**config.mk**
```make
export PLATFORM = sky130hd
export DESIGN_NAME = stage_sequencer
export DESIGN_NICKNAME = d
export VERILOG_FILES = /design/src/rtl/stage_seq_pkg.sv /design/src/rtl/stage_sequencer_lfsr8.sv /design/src/rtl/stage_sequencer.sv
export SDC_FILE = /design/constraint.sdc
export NUM_CORES = 1
export LEC_CHECK = 0
export ABC_CLOCK_PERIOD_IN_PS = 4850
export CORE_MARGIN = 1
export CORE_UTILIZATION = 40
export DETAILED_ROUTE_END_ITERATION = 6
export DONT_BUFFER_PORTS = 1
export SETUP_SLACK_MARGIN = 0.15
export SLEW_MARGIN = 20
export SYNTH_ARGS = -nofsm -noshare
export SYNTH_HDL_FRONTEND = slang
export SYNTH_SLANG_ARGS = --single-unit
```
**constraint.sdc**
```tcl
create_clock -name clk -period 4.85 [get_ports clk]
set_input_delay 0.2425 -clock clk [delete_from_list [all_inputs] [get_ports clk]]
set_output_delay 0.2425 -clock clk [all_outputs]
set_load 0.1 [all_outputs]
```
**src/rtl/stage_seq_pkg.sv**
```systemverilog
// -----------------------------------------------------------------------------
// stage_seq_pkg
// Shared definitions for the stage sequencer: FSM state encoding, key-index
// width for the default key count, LFSR tap mask, default LFSR seed and the
// LFSR next-state helper.
// -----------------------------------------------------------------------------
package stage_seq_pkg;

    typedef enum logic [2:0] {
        ST_IDLE,
        ST_GEN,
        ST_SHOW_ON,
        ST_SHOW_GAP,
        ST_INPUT,
        ST_WAIT_ACK,
        ST_DONE,
        ST_FAIL
    } state_t;

    localparam int DEF_NUM_KEYS = 4;
    localparam int KEY_W        = $clog2(DEF_NUM_KEYS);

    // x^8 + x^6 + x^5 + x^4 + 1 -> feedback from bits 7, 5, 4, 3
    localparam logic [7:0] LFSR_TAPS     = 8'hB8;
    localparam logic [7:0] DEF_LFSR_SEED = 8'hA5;

    // Fibonacci step: shift left, XOR of the tapped bits enters at bit 0.
    function automatic logic [7:0] lfsr_step(input logic [7:0] cur);
        return {cur[6:0], ^(cur & LFSR_TAPS)};
    endfunction

endpackage

```
**src/rtl/stage_sequencer_lfsr8.sv**
```systemverilog
// -----------------------------------------------------------------------------
// lfsr8
// Free-running 8-bit Fibonacci LFSR. No enable: it advances on every clock and
// reloads SEED while reset is high.
// Ports:
//   clk   in  rising-edge clock
//   reset in  asynchronous active-high reset (loads SEED)
//   q     out current LFSR value
// -----------------------------------------------------------------------------
module lfsr8
    import stage_seq_pkg::*;
#(
    parameter logic [7:0] SEED = DEF_LFSR_SEED
) (
    input  logic       clk,
    input  logic       reset,
    output logic [7:0] q
);

    logic [7:0] lfsr_reg;

    always_ff @(posedge clk or posedge reset) begin
        if (reset) begin
            lfsr_reg <= SEED;
        end else begin
            lfsr_reg <= lfsr_step(lfsr_reg);
        end
    end

    assign q = lfsr_reg;

endmodule

```
**src/rtl/stage_sequencer.sv**
```systemverilog
// -----------------------------------------------------------------------------
// stage_sequencer
// Producer side of the stage-clear protocol. Generates a pseudo-random key
// sequence, plays the first `level` entries on the LEDs, then checks player
// key presses against it. Every correct press emits a one-cycle true_stack
// pulse; the checker answers with clear (next level) or allclear (game over).
// Ports:
//   clk        in  rising-edge clock
//   reset      in  asynchronous active-high reset
//   start      in  start/restart request, honoured in IDLE/DONE/FAIL only
//   key_valid  in  one-cycle key-press strobe
//   key_idx    in  pressed key index
//   clear      in  level cleared (honoured in WAIT_ACK only)
//   allclear   in  final level cleared (honoured in WAIT_ACK only)
//   stage      out thermometer mask (1<<level)-1
//   true_stack out one-cycle pulse per correct key
//   led        out one-hot playback display
//   level      out current level, 0 when idle
//   busy       out high outside IDLE/DONE/FAIL
//   fail       out sticky wrong-key flag
// -----------------------------------------------------------------------------
module stage_sequencer
    import stage_seq_pkg::*;
#(
    parameter int         NUM_STEPS   = 5,
    parameter int         NUM_KEYS    = 4,
    parameter int         SHOW_CYCLES = 8,
    parameter int         GAP_CYCLES  = 2,
    parameter logic [7:0] LFSR_SEED   = DEF_LFSR_SEED
) (
    input  logic                        clk,
    input  logic                        reset,
    input  logic                        start,
    input  logic                        key_valid,
    input  logic [$clog2(NUM_KEYS)-1:0] key_idx,
    input  logic                        clear,
    input  logic                        allclear,
    output logic [NUM_STEPS-1:0]        stage,
    output logic                        true_stack,
    output logic [NUM_KEYS-1:0]         led,
    output logic [2:0]                  level,
    output logic                        busy,
    output logic                        fail
);

    localparam int KW    = $clog2(NUM_KEYS);
    localparam int CNT_W = $clog2(SHOW_CYCLES + GAP_CYCLES + 1);

    localparam logic [CNT_W-1:0] SHOW_LAST  = CNT_W'(SHOW_CYCLES - 1);
    localparam logic [CNT_W-1:0] GAP_LAST   = CNT_W'(GAP_CYCLES - 1);
    localparam logic [2:0]       LAST_LEVEL = 3'(NUM_STEPS);

    state_t                state_reg;
    logic [2:0]            idx_reg;
    logic [CNT_W-1:0]      cnt_reg;
    logic [2:0]            level_reg;
    logic [NUM_STEPS-1:0]  stage_reg;
    logic [NUM_KEYS-1:0]   led_reg;
    logic                  true_stack_reg;
    logic                  busy_reg;
    logic                  fail_reg;

    logic [KW-1:0]         seq_reg [NUM_STEPS];

    logic [7:0]            lfsr_q;
    logic [KW-1:0]         key_entry;
    logic                  unused_lfsr_bits;

    logic [2:0]            idx_inc;
    logic [KW-1:0]         seq_at_idx;
    logic [KW-1:0]         seq_at_inc;
    logic [KW-1:0]         seq_first;
    logic                  last_idx;

    // ------------------------------------------------------------------
    // Key source
    // ------------------------------------------------------------------
    lfsr8 #(
        .SEED (LFSR_SEED)
    ) u_lfsr (
        .clk   (clk),
        .reset (reset),
        .q     (lfsr_q)
    );

    assign key_entry        = lfsr_q[KW-1:0];
    assign unused_lfsr_bits = ^lfsr_q[7:KW];

    // ------------------------------------------------------------------
    // Sequence storage: entry gi is written on the GEN clock whose write
    // pointer equals gi. Contents are don't-care until the first GEN.
    // ------------------------------------------------------------------
    genvar gi;
    generate
        for (gi = 0; gi < NUM_STEPS; gi++) begin : g_seq
            always_ff @(posedge clk) begin
                if (state_reg == ST_GEN && idx_reg == 3'(gi)) begin
                    seq_reg[gi] <= key_entry;
                end
            end
        end
    endgenerate

    assign idx_inc  = idx_reg + 3'd1;
    assign last_idx = (idx_reg == level_reg - 3'd1);

    // Read muxes for the current step and the step about to be shown next.
    always_comb begin
        seq_at_idx = '0;
        seq_at_inc = '0;
        for (int i = 0; i < NUM_STEPS; i++) begin
            if (idx_reg == 3'(i)) begin
                seq_at_idx = seq_reg[i];
            end
            if (idx_inc == 3'(i)) begin
                seq_at_inc = seq_reg[i];
            end
        end
    end

    // On the final GEN clock seq[0] is already stored unless the sequence
    // is a single entry, in which case it is being written right now.
    assign seq_first = (idx_reg == 3'd0) ? key_entry : seq_reg[0];

    function automatic logic [NUM_KEYS-1:0] onehot(input logic [KW-1:0] k);
        logic [NUM_KEYS-1:0] v;
        v    = '0;
        v[k] = 1'b1;
        return v;
    endfunction

    // ------------------------------------------------------------------
    // Control FSM. The LED is loaded on the clock that enters SHOW_ON so
    // that it is lit for exactly SHOW_CYCLES clocks.
    // ------------------------------------------------------------------
    always_ff @(posedge clk or posedge reset) begin
        if (reset) begin
            state_reg      <= ST_IDLE;
            idx_reg        <= '0;
            cnt_reg        <= '0;
            level_reg      <= '0;
            stage_reg      <= '0;
            led_reg        <= '0;
            true_stack_reg <= 1'b0;
            busy_reg       <= 1'b0;
            fail_reg       <= 1'b0;
        end else begin
            true_stack_reg <= 1'b0;

            case (state_reg)
                ST_IDLE, ST_DONE, ST_FAIL: begin
                    if (start) begin
                        state_reg <= ST_GEN;
                        idx_reg   <= '0;
                        cnt_reg   <= '0;
                        level_reg <= 3'd1;
                        stage_reg <= NUM_STEPS'(1);
                        led_reg   <= '0;
                        busy_reg  <= 1'b1;
                        fail_reg  <= 1'b0;
                    end
                end

                ST_GEN: begin
                    if (idx_reg == LAST_LEVEL - 3'd1) begin
                        state_reg <= ST_SHOW_ON;
                        idx_reg   <= '0;
                        cnt_reg   <= '0;
                        led_reg   <= onehot(seq_first);
                    end else begin
                        idx_reg <= idx_inc;
                    end
                end

                ST_SHOW_ON: begin
                    if (cnt_reg == SHOW_LAST) begin
                        state_reg <= ST_SHOW_GAP;
                        cnt_reg   <= '0;
                        led_reg   <= '0;
                    end else begin
                        cnt_reg <= cnt_reg + 1'b1;
                    end
                end

                ST_SHOW_GAP: begin
                    if (cnt_reg == GAP_LAST) begin
                        cnt_reg <= '0;
                        if (last_idx) begin
                            state_reg <= ST_INPUT;
                            idx_reg   <= '0;
                        end else begin
                            state_reg <= ST_SHOW_ON;
                            idx_reg   <= idx_inc;
                            led_reg   <= onehot(seq_at_inc);
                        end
                    end else begin
                        cnt_reg <= cnt_reg + 1'b1;
                    end
                end

                ST_INPUT: begin
                    if (key_valid) begin
                        if (key_idx == seq_at_idx) begin
                            true_stack_reg <= 1'b1;
                            if (last_idx) begin
                                state_reg <= ST_WAIT_ACK;
                                idx_reg   <= '0;
                            end else begin
                                idx_reg <= idx_inc;
                            end
                        end else begin
                            state_reg <= ST_FAIL;
                            fail_reg  <= 1'b1;
                            busy_reg  <= 1'b0;
                        end
                    end
                end

                ST_WAIT_ACK: begin
                    // A clear on the final level is as good as allclear, so
                    // level/stage can never run past NUM_STEPS.
                    if (allclear || (clear && level_reg == LAST_LEVEL)) begin
                        state_reg <= ST_DONE;
                        busy_reg  <= 1'b0;
                    end else if (clear) begin
                        state_reg <= ST_SHOW_ON;
                        level_reg <= level_reg + 3'd1;
                        stage_reg <= {stage_reg[NUM_STEPS-2:0], 1'b1};
                        idx_reg   <= '0;
                        cnt_reg   <= '0;
                        led_reg   <= onehot(seq_reg[0]);
                    end
                end

                default: begin
                    state_reg <= ST_IDLE;
                end
            endcase
        end
    end

    assign stage      = stage_reg;
    assign true_stack = true_stack_reg;
    assign led        = led_reg;
    assign level      = level_reg;
    assign busy       = busy_reg;
    assign fail       = fail_reg;

endmodule

```
==> impl_summary.log <==
[metrics] type of the worst min-delay path: in2reg
[metrics] Largest register FFs: 10
[metrics] Setup-failing EPs final: 0
[metrics] insertion delay of the later-clocked pin in the worst-skew pair: 0.29 ns
[metrics] final max-slew violation count: 0
[metrics] IR drop worst, VDD: 0.400 mV
[metrics] clock net sink count: 43
[metrics] total of max-cap violations: 0
[metrics] Synthesis Warnings: 0
[metrics] switch share: 0.524
[metrics] clock tree from TritonCTS: done
[metrics] final HPWL from detailed placement: 3640 um
[metrics] number of cells produced by synthesis: 250
[metrics] number of antenna violations at the first check in global routing: 0
[metrics] area enclosed by the die boundary: 6670 um2
[metrics] syn_area_per_cell: 10.1 um2
[metrics] proportion of power drawn by flip-flops and latches: 0.460
[metrics] part of the total power dissipated in combinational logic: 0.412
[metrics] cell at the root of the clock tree: clkbuf_8
[metrics] Clock power frac: 0.128
[metrics] sequential element share of the synthesized area: 0.446
[metrics] Final Cycle Share: 0.581
[metrics] required time of the critical path: 5.04 ns
[metrics] first-iteration detailed-routing DRC count: 82
[metrics] utilization after layout: 0.441
[metrics] most instantiated flip-flop cell in the synthesis netlist: dfrtp_1
[metrics] area added between synthesis and finish: 4.68%
[metrics] Min Clock Period, post-route: 2.82 ns
[metrics] Area contributors post-synth: dfrtp_1, edfxtp_1, ha_1, dfstp_2, nand2_1
[metrics] clock edge transition at the registers on the reported setup and hold paths: 0.08 ns
[metrics] Clock Tree Buf Depth: 2
[metrics] crit path capture type: flip-flop
[metrics] register area: 1130 um2
[metrics] Worst Setup Slack, final: 2.03 ns
[metrics] Wirelength per Cell: 15.9 um
[metrics] first-pass GRT wire length: 8050 um
[metrics] Pre-Repair DR Iteration Count: 4
[metrics] net switching component of the power: 0.919 mW
[metrics] gp weighted congestion: 0.826
[metrics] Via-to-Cell Ratio: 5.58
[metrics] maximum fanout along the worst path: 5
[metrics] unrepaired setup endpoints after global routing: false
[metrics] Slew @ Worst Pin: 1.04 ns
[metrics] final count of hold timing violations: 0
[metrics] summed area of non-filler cells in the final layout: 2660 um2
[metrics] flop and latch count out of synthesis: 43
[metrics] area taken by multi-input logic gates: 1280 um2
[metrics] vias post-DR: 1818
[metrics] pin count of the biggest net entering global routing: 34
[metrics] P per Cell Area: 661 nW/um2
[metrics] post-detailed-route count of antenna-violating nets: 0
[metrics] Setup TNS Final: 0 ns
[metrics] post-place instance area: 2560 um2
[metrics] total inserted antenna cells: 0
[metrics] post-CTS setup-driven buffer insertion count: 0
[metrics] ranking of synthesized cells by instance count: dfrtp_1, nand2_1, nor2_1
[metrics] aggregate routed wire length: 5190 um
[metrics] total leakage power: 1.08 nW
[metrics] library cell with the highest instance count after synthesis: dfrtp_1
[metrics] starting density of the core: 0.421
[metrics] Achievable Freq: 355 MHz
[metrics] proportion of layout cells with a drive suffix above 1: 0.120
[metrics] Post-synth EDFFs: 10
[metrics] GRT Total Usage: 0.162
[metrics] distinct cell type count after synthesis: 61
[metrics] skew final: 0.00340 ns
[metrics] number of nets at the end of the flow: 272
[metrics] fraction of registers with async set or reset after synthesis: 0.767
[metrics] global route overflow: 0
[metrics] Num CTS Buffers: 5
[metrics] count of pins on the block boundary: 23
[metrics] cell type with the highest aggregate area in the netlist: dfrtp_1
[metrics] Critical Path Start Type: flip-flop
[metrics] CP Data Arrival Time: 3.00 ns
[metrics] die boundary height: 81.6 um
[metrics] outcome: completed
[metrics] portion of synthesized cell area occupied by the leading cell type: 0.286
[metrics] standard-cell rows: 28
[metrics] via count of the first global-routing pass: 1608
[metrics] worst-case headroom to the max-slew limit: 0.304
[metrics] layout filler cell count: 566
[metrics] post-synthesis instance area: 2540 um2
[metrics] Placeable Area: 6030 um2
[metrics] path type of the worst setup path: reg2reg
[metrics] Place WS: 2.03 ns
[metrics] PortBufs: 0
[metrics] CTS H-tree depth: 2
[metrics] DRC violations left: 0
[metrics] internal power summed over all cells: 0.836 mW
[metrics] Post-Route Hold Slack: 0.0446 ns
[metrics] Die Width: 81.6 um
[metrics] number of nets in the synthesized netlist: 272
## power groups by stage
stage | clock network (mW) | logic [mW] | registers [mW]
4_1_cts | 0.231 | 0.725 | 0.806
3_3_place_gp | 0 | 0.715 | 0.814
2_1_floorplan | 0 | 0.682 | 0.738
5_1_grt | 0.246 | 0.811 | 0.823
6_report | 0.224 | 0.724 | 0.807
3_5_place_dp | 0 | 0.719 | 0.814
## per-stage QoR
step | power, mW | std cells
global route | 1.88 | 326
detailed placement | 1.53 | 317
CTS | 1.76 | 326
global placement | 1.53 | 317
floorplan | 1.42 | 250
finish | 1.76 | 326
## cell usage in the layout (no fill, tap or decap), types with 2 or more instances in the layout
cell type	Yosys	layout
a21boi_1	2	2
a21oi_1	14	14
a221oi_2	2	2
a22oi_1	2	2
a31oi_1	3	3
and3_1	2	2
clkbuf_8	1	5
dfrtp_1	29	29
dfstp_2	4	4
edfxtp_1	10	10
ha_1	14	14
inv_1	11	11
inv_2	2	2
mux2_4	2	2
mux2i_1	4	4
nand2_1	28	28
nand2b_1	4	4
nand3_1	9	9
nand3b_1	4	4
nor2_1	19	19
nor2b_1	4	4
nor3_1	6	6
nor3b_1	3	3
o21a_1	2	2
o21ai_0	17	17
o21ai_1	4	4
o22ai_1	2	2
o2bb2ai_1	4	4
o31ai_1	2	2
or2_1	2	2
xnor2_1	4	4
## kinds of logic after synthesis
| family | after synthesis | synth area share |
|---|---|---|
| AND/OR/NAND/NOR | 87 | 0.174 |
| flip-flops | 43 | 0.446 |
| buffers and inverters | 22 | 0.0498 |
| multiplexers | 7 | 0.0321 |
| XOR/XNOR | 6 | 0.0271 |
| adder cells (fa/ha/maj) | 14 | 0.0690 |
| AO/OA/AOI/OAI | 71 | 0.202 |
## metal layers
metal,global-route usage,part of all wire,up-vias
met1,0.234,0.49,871
li1,-,-,898
met3,0.0467,0.049,7
met4,0.0614,0.012,0
met2,0.228,0.45,42
met5,0,0,-
## worst paths after layout
kind / from / end / slack [ns] / cells after the start
min reg2reg: u_lfsr.q[6] / u_lfsr.q[7] / 0.36 / 0
max reg2reg: level[0] / idx_reg[0] / 2.03 / 8
max in group asynchronous: reset / u_lfsr.q[2] / 4.05 / 3
max: level[0] / idx_reg[0] / 2.03 / 8
min in group asynchronous: reset / u_lfsr.q[4] / 0.47 / 3
min: key_valid / true_stack / 0.04 / 2
## critical path, stage by stage (launching register included)
cell	delay (ns)
dfrtp_1	1.02
inv_1	0.18
ha_1	0.26
xor3_2	0.25
nor3_4	0.30
a21oi_2	0.10
a32oi_2	0.27
nor2_1	0.06
mux2_4	0.26
## what timing repair did
| item | CTS | global route |
|---|---|---|
| hold buffers | 1 | 0 |
| hold endpoints to repair | 29 | 0 |
| setup endpoints to repair | 0 | 0 |
| gates resized for setup | 0 | 0 |
## layout make-up
cell class                 count  area share
sequential                    43       0.426
clock inverter                 2     0.00471
tap                           75      0.0353
multi-input combinational    185       0.482
inverter                      13      0.0184
timing repair buffer           2     0.00659
clock buffer                   6      0.0273
(Power assumes the default switching activity.)
